--- src/rtl/prog_loader_pkg.sv ---
// Shared types and constants for the boot-time program loader.
// State encoding is exported so checkers can bind to it directly.
package prog_loader_pkg;

   typedef enum logic [2:0] {
      LD_IDLE = 3'd0,
      LD_HDR  = 3'd1,
      LD_LOAD = 3'd2,
      LD_CHK  = 3'd3,
      LD_DONE = 3'd4,
      LD_ERR  = 3'd5
   } ld_state_e;

   localparam int BYTES_PER_WORD = 4;

endpackage

--- src/rtl/byte_packer.sv ---
// Assembles little-endian bytes into 32-bit words; word_valid pulses
// combinationally with the 4th byte so the caller can register the result.
module byte_packer import prog_loader_pkg::*; (
   input  logic        clk,
   input  logic        reset,
   input  logic        clear,
   input  logic        byte_valid,
   input  logic [7:0]  byte_data,
   output logic        word_valid,
   output logic [31:0] word
);

   localparam int CW = $clog2(BYTES_PER_WORD);
   localparam logic [CW-1:0] LAST = CW'(BYTES_PER_WORD - 1);

   logic [CW-1:0] cnt;
   logic [23:0]   acc;

   // The top byte is never stored: it is forwarded straight into word.
   always_ff @(posedge clk) begin
      if (reset || clear) begin
         cnt <= '0;
         acc <= '0;
      end else if (byte_valid) begin
         cnt <= cnt + CW'(1);
         case (cnt)
            CW'(0):  acc[7:0]   <= byte_data;
            CW'(1):  acc[15:8]  <= byte_data;
            CW'(2):  acc[23:16] <= byte_data;
            default: ;
         endcase
      end
   end

   assign word_valid = byte_valid && (cnt == LAST);
   assign word       = {byte_data, acc};

endmodule

--- src/rtl/prog_loader.sv ---
// Loads a header/payload/checksum byte stream into instruction memory and
// holds the core in reset until a checksum-verified image is in place.
module prog_loader import prog_loader_pkg::*; #(
   parameter int MAX_WORDS = 256
) (
   input  logic        clk,
   input  logic        reset,
   input  logic        start,
   input  logic        rx_valid,
   input  logic [7:0]  rx_data,
   output logic        rx_ready,
   output logic        imem_we,
   output logic [31:0] imem_addr,
   output logic [31:0] imem_wdata,
   output logic        cpu_rst,
   output logic        busy,
   output logic        done,
   output logic        err,
   output ld_state_e   state
);

   // Handshake: a byte moves when rx_valid && rx_ready at a rising edge;
   // rx_ready is registered and stays high across memory write cycles.

   localparam int IW = 17;

   logic          byte_valid;
   logic          pk_clear;
   logic          word_valid;
   logic [31:0]   word;
   logic [IW-1:0] idx;
   logic [IW-1:0] n;
   logic [31:0]   sum;
   logic          can_start;
   logic          hdr_bad;
   logic          last_word;

   assign byte_valid = rx_valid && rx_ready;
   assign can_start  = (state == LD_IDLE) || (state == LD_DONE) || (state == LD_ERR);
   assign pk_clear   = start && can_start;
   assign hdr_bad    = (word == 32'd0) || (word > 32'(MAX_WORDS));
   assign last_word  = (idx == n - IW'(1));

   byte_packer u_packer (
      .clk        (clk),
      .reset      (reset),
      .clear      (pk_clear),
      .byte_valid (byte_valid),
      .byte_data  (rx_data),
      .word_valid (word_valid),
      .word       (word)
   );

   always_ff @(posedge clk) begin
      if (reset) begin
         state      <= LD_IDLE;
         rx_ready   <= 1'b0;
         imem_we    <= 1'b0;
         imem_addr  <= '0;
         imem_wdata <= '0;
         cpu_rst    <= 1'b1;
         busy       <= 1'b0;
         done       <= 1'b0;
         err        <= 1'b0;
         idx        <= '0;
         n          <= '0;
         sum        <= '0;
      end else begin
         imem_we <= 1'b0;
         case (state)
            LD_IDLE, LD_DONE, LD_ERR: begin
               if (start) begin
                  state    <= LD_HDR;
                  idx      <= '0;
                  sum      <= '0;
                  rx_ready <= 1'b1;
                  busy     <= 1'b1;
                  cpu_rst  <= 1'b1;
                  done     <= 1'b0;
                  err      <= 1'b0;
               end
            end
            LD_HDR: begin
               if (word_valid) begin
                  n <= word[IW-1:0];
                  if (hdr_bad) begin
                     state    <= LD_ERR;
                     rx_ready <= 1'b0;
                     busy     <= 1'b0;
                     err      <= 1'b1;
                  end else begin
                     state <= LD_LOAD;
                  end
               end
            end
            LD_LOAD: begin
               if (word_valid) begin
                  imem_we    <= 1'b1;
                  imem_addr  <= 32'({idx, 2'b00});
                  imem_wdata <= word;
                  sum        <= sum + word;
                  idx        <= idx + IW'(1);
                  if (last_word) state <= LD_CHK;
               end
            end
            LD_CHK: begin
               if (word_valid) begin
                  rx_ready <= 1'b0;
                  busy     <= 1'b0;
                  if (word == sum) begin
                     state   <= LD_DONE;
                     done    <= 1'b1;
                     cpu_rst <= 1'b0;
                  end else begin
                     state <= LD_ERR;
                     err   <= 1'b1;
                  end
               end
            end
            default: begin
               state    <= LD_IDLE;
               rx_ready <= 1'b0;
               busy     <= 1'b0;
               cpu_rst  <= 1'b1;
            end
         endcase
      end
   end

endmodule

--- config.mk ---
export PLATFORM = sky130hd
export DESIGN_NAME = prog_loader
export DESIGN_NICKNAME = d
export VERILOG_FILES = /design/src/rtl/prog_loader_pkg.sv /design/src/rtl/byte_packer.sv /design/src/rtl/prog_loader.sv
export SDC_FILE = /design/constraint.sdc
export NUM_CORES = 1
export LEC_CHECK = 0
export ABC_CLOCK_PERIOD_IN_PS = 4000
export CAP_MARGIN = 20
export CORE_MARGIN = 1.5
export CORE_UTILIZATION = 39
export DETAILED_ROUTE_END_ITERATION = 8
export GPL_ROUTABILITY_DRIVEN = 0
export GPL_TIMING_DRIVEN = 0
export PLACE_DENSITY = 0.64
export SLEW_MARGIN = 10
export SYNTH_ARGS = -nofsm -noshare
export SYNTH_HDL_FRONTEND = slang
export SYNTH_SLANG_ARGS = --single-unit
export TNS_END_PERCENT = 20
--- constraint.sdc ---
create_clock -name clk -period 4 [get_ports clk]
set_input_delay 0.8 -clock clk [delete_from_list [all_inputs] [get_ports clk]]
set_output_delay 0.8 -clock clk [all_outputs]
set_load 0.005 [all_outputs]
== Word level (Yosys, flattened, before mapping) ==
Cells that the tools add are included.

* Flip-flop bits (word level): 149
* Input port bits: 12
* Output and inout bits: 73
* Logic and storage cells: 99

* $add $sub $neg: 4
* Magnitude comparators: 1
* Eq/ne operators: 18
* Multiplexer cells: 32
* Bitwise gates (word level): 2
* Reductions and logical operators: 27

{| class="wikitable"
|+ Operator list
! cell !! count
|-
| 32-bit two-way mux || 2
|-
| 32-bit one-hot mux with 2 select lines || 1
|-
| 17-bit two-way mux || 2
|-
| 17-bit one-hot mux with 2 select lines || 1
|-
| 32-bit adder || 1
|-
| 32-bit equality test || 1
|-
| 32-bit by 9-bit > comparator with 1-bit output, second input constant || 1
|-
| 32-bit logical NOT || 1
|-
| 3-bit two-way mux || 6
|-
| 17-bit by 1-bit adder with 17-bit output, second input constant || 1
|-
| 17-bit equality test || 1
|-
| 17-bit by 1-bit subtractor with 17-bit output, second input constant || 1
|-
| 1-bit two-way mux || 15
|-
| 3-bit one-hot mux with 4 select lines || 1
|-
| 2-bit != test, second input constant || 5
|-
| 2-bit AND reduction || 5
|-
| 5-bit AND reduction || 2
|-
| 4-bit AND reduction || 2
|-
| 3-bit by 2-bit equality test with 1-bit output, second input constant || 2
|-
| 3-bit equality test, second input constant || 2
|-
| 2-bit by 1-bit != test with 1-bit output, second input constant || 3
|-
| 1-bit one-hot mux with 3 select lines || 2
|-
| 6-bit AND reduction || 1
|-
| 2-bit equality test, second input constant || 2
|-
| other kinds (15) || 23
|}

== Logic depth before layout (Yosys ltp) ==
Gate-level depths: netlist of the first run.

* Depth in word-level cells: 5
* Depth in mapped cells: 11
* Mapped depth without buffers: 11

== By module ==
A second synthesis of the first run with hierarchy kept.

* Cells, all modules: 1003
* Area total of the unflattened synthesis: 8227.9 sq um

{| class="wikitable"
|+ By module, submodules not included
! module !! instances !! cells an instance !! area an instance (sq um) !! sequential area each (sq um)
|-
| prog_loader || 1 || 870 || 6837.8 || 2462.4
|-
| byte_packer || 1 || 133 || 1390.1 || 520.5
|}

== Worst setup path after synthesis of the first run ==
Ideal clock, no wire load.

* Path kind: reg2reg
* Start: register u_packer.acc[0]
* End: register sum[24]
* Library setup time: 0.060 ns
* Data arrival time: 2.874 ns
* Data required time: 3.940 ns
* Slack: 1.066 ns
* Stages on the path, launching flop included: 12
* Period minus slack after synthesis: 2.934 ns
* Cells stage by stage: dfxtp_1 ha_1 fa_1 a211oi_1 o21bai_1 a21oi_1 o311ai_0 a21oi_1 o21ai_0 a41oi_1 mux2_2 nand2_1

* Word-level cells in the longest chain between the ends: 3

{| class="wikitable"
|+ Ends and longest elaborated chain
! what !! RTL line !! source
|-
| from (decl) || byte_packer.sv:17 || <nowiki>logic [23:0] acc;</nowiki>
|-
| from (signal assigned) || byte_packer.sv:27 || <nowiki>CW'(0): acc[7:0] <= byte_data;</nowiki>
|-
| 32-bit adder || prog_loader.sv:101 || <nowiki>sum <= sum + word;</nowiki>
|-
| 32-bit two-way mux || prog_loader.sv:97 || <nowiki>if (word_valid) begin</nowiki>
|-
| 32-bit one-hot mux with 2 select lines || prog_loader.sv:70 || <nowiki>case (state)</nowiki>
|-
| to (signal assigned) || prog_loader.sv:101 ||
|-
| to (decl) || prog_loader.sv:33 || <nowiki>logic [31:0] sum;</nowiki>
|}

No other way between the ends. The select of a mux whose other input is x is not followed.
A chain may end at the register's enable or synchronous reset.

== Worst setup path in the final report of the first run ==
Ends and elaborated chain as after synthesis.

==> metrics, run 1 <==
total CTS buffers 17; status completed; area leader, netlist dfxtp_1; Post-synth EDFFs 0; clk_lat worst skew 440 ps; P_leak 3.67 nW; top-count cell post-synth nand2_1; Worst-Margin Slew 970 ps; FF-to-FF path depth 11; ranking of synthesized cells by area dfxtp_1 (38%), nand2_1 (9.3%), a21oi_1 (7.1%), ha_1 (6.0%), nor2_1 (4.1%); Area Overhead vs Synth 20.7%; worst r2r dst sum[24]; share of the synthesized area in the top cell type 0.385; Clock transition at path regs 60 ps; Final Max Tran Viols 0; IO Port Bufs 67; Rows 51; vias in the first global route 6,607; Resized cells post-CTS 0; Pwr Density 336 nW/um^2; Post-Synth XOR/XNOR Area 0.0701; Seq/Total Area, Yosys 0.385; clock sink count 149; Core ar. 19,500 sq um; # setup viols final 0; Nets 1,129; WL per Instance 16.0 um; clock skew 14.9 ps; Post-Synth Adder-Cell Area 0.0623; post-synthesis compound-gate area fraction 0.167; setup ws final 276 ps; cell area after layout 9360 sq um; first-pass GRT wire length 35.0 mm; layout cells sized above 1 0.0495; dpl ws 266 ps; crit path kind register to register; largest net degree at the start of global routing 17; worst relative slew slack 0.348; Max-cap violations 0; CP Max Fanout 5; # diodes 0; worst hold path type register to register; vias per inst 5.29; GRT overflow 0; Die Height 144 um; Crit path required time 4380 ps; TNS Setup 0 ps; CTS hold repair buffers 0; H-tree levels 4; CTS root buffer clkbuf_16; Final Hold Viols 0; FF+latch count, synth 149; Max Root-Sink Buffers 2; Hold Path Depth 2; initial DRC count 557; CP Launch Point u_packer.acc[0]; vias 7,180; boundary pin count 85; Most used DFF post-synth dfxtp_1; largest family of logic cells by synthesized area simple AND/OR/NAND/NOR gates; Syn Area/Cell 7.91 sq um; RSZ-0062 raised after global routing false; total chip power 3.14 mW; Worst R2R Start u_packer.acc[0]; Worst Path Arrival 4100 ps; DIE WIDTH 144 um; Final min period 3720 ps; Hold Path Sink imem_addr[7]; DRT antenna net count 0; critical path capture point type register; CTS tree built; Hold Startpoint imem_addr[7]; Post-CTS Setup Bufs 0; drt drc 0; Max Clk Rate 269 MHz; startpoint class of the critical path register; initial cell density of the core 0.398; mux cell area share after synthesis 0.0365; total track usage 0.220; R2R setup slack 280 ps; TritonRoute pass-1 iters 6; Post-synth top cells nand2_1 (193), dfxtp_1 (149), a21oi_1 (110); crit share post-route 0.931; library cells used by synthesis 51; Cells after Synth 979; FFs w/ async S/R, synth 0; WL final 21.7 mm; dpl hpwl 16.1 mm; die area 20,700 sq um; initial antenna violation count 0; Post-Synth Simple-Gate Area 0.228; worst-case vdd ir drop 0.273 mV; post-placement cell area 8810 sq um; yosys warns 0; Mapped Area 7750 sq um
==> where the power goes <==
part	leakage (nW)	internal (mW)	switching, mW
sequential	1.20	1.49	0.00741
clock	0.261	0.810	0.699
combinational	2.21	0.0498	0.0901
==> how the worst max path moves through the flow <==
stage / depth (start not counted) / to / slack, ps
3_5_place_dp: 9 / sum[28] / 270
3_3_place_gp: 9 / sum[28] / 280
2_1_floorplan: 11 / sum[24] / 1070
6_report: 11 / sum[24] / 280
5_1_grt: 11 / sum[24] / 100
4_1_cts: 11 / sum[24] / 390
==> critical path, cell delays in order, from the launching register on <==
cell and delay [ps]:
dfxtp_1 370, ha_1 250, fa_1 430, a211oi_1 310, o21bai_1 120, a21oi_1 300
o311ai_0 350, a21oi_1 470, o21ai_0 270, a41oi_1 370, mux2_2 370, nand2_1 50
==> area by class of cell <==
type                    count  area [sq um]
plain buffers              74           345
clock buffers              18           429
clock inverters            14           118
fillers                  1954         10100
inverters                  12          45.0
multi-input cells         758          4430
flip-flops and latches    149          2980
well taps                 265           332
repair buffers             67           671
==> flip-flops by register name, summed over array words and instances (netlist names) <==
name / flops
state: 3
cpu_rst: 1
busy: 1
imem_wdata: 32
done: 1
err: 1
n: 17
imem_addr: 17
u_packer.cnt: 2
sum: 32
u_packer.acc: 24
imem_we: 1
idx: 17
==> cell usage in the layout, fill, tap and decap left out, types with 16 or more instances in the layout <==
cell type,count
buf_4,16
clkdlybuf4s50_1,67
clkbuf_1,57
nand4_1,16
a21o_1,16
clkbuf_16,17
ha_1,37
nor3_1,20
xnor2_1,36
nand2_1,193
xor2_1,26
o21ai_0,35
nand3_1,28
a21oi_1,110
dfxtp_1,149
mux2i_1,26
nor2_1,84
==> metrics by stage <==
stage / instances / hold WS [ps] / util
global route: 1357 / 471 / 0.481
finish: 1357 / 452 / 0.481
global placement: 1325 / 438 / 0.452
detailed placement: 1325 / 441 / 0.453
floorplan: 993 / 426 / -
CTS: 1357 / 452 / 0.481
==> routing by layer <==
metal  wire [um]  part of all wire  vias to the layer above  GRT usage
li1            -                 -                     3581          -
met2        9560              0.44                      190      0.341
met5           0                 0                        -          0
met3        1350             0.062                       32     0.0430
met1       10200              0.47                     3377      0.298
met4         622             0.029                        0     0.0881
==> cell families (layout without fill, tap and decap cells) <==
| group | Yosys count | after routing |
|---|---|---|
| compound gates | 218 | 218 |
| xor+xnor | 62 | 62 |
| fa+ha+maj | 38 | 38 |
| buf+inv | 86 | 185 |
| flops | 149 | 149 |
| mux | 28 | 28 |
| other cells | 1 | 15 |
| simple gates | 397 | 397 |
No activity file was read; power rests on OpenSTA's default activity.
==> run 2: changes to the inputs <==
--- a/config.mk
+++ b/config.mk
@@ -6,7 +6,6 @@
 export NUM_CORES = 1
 export LEC_CHECK = 0
 export ABC_CLOCK_PERIOD_IN_PS = 4000
-export CAP_MARGIN = 20
 export CORE_MARGIN = 1.5
 export CORE_UTILIZATION = 39
 export DETAILED_ROUTE_END_ITERATION = 8
==> results of run 2 <==
No change in the layout: final DEF, timing and power equal those of run 1.
==> run 3: changes to the inputs <==
--- a/config.mk
+++ b/config.mk
@@ -12,6 +12,7 @@
 export GPL_ROUTABILITY_DRIVEN = 0
 export GPL_TIMING_DRIVEN = 0
 export PLACE_DENSITY = 0.64
+export SKIP_CTS_REPAIR_TIMING = 1
 export SLEW_MARGIN = 10
 export SYNTH_ARGS = -nofsm -noshare
 export SYNTH_HDL_FRONTEND = slang
==> results of run 3 <==
No change in the layout: final DEF, timing and power equal those of run 1.
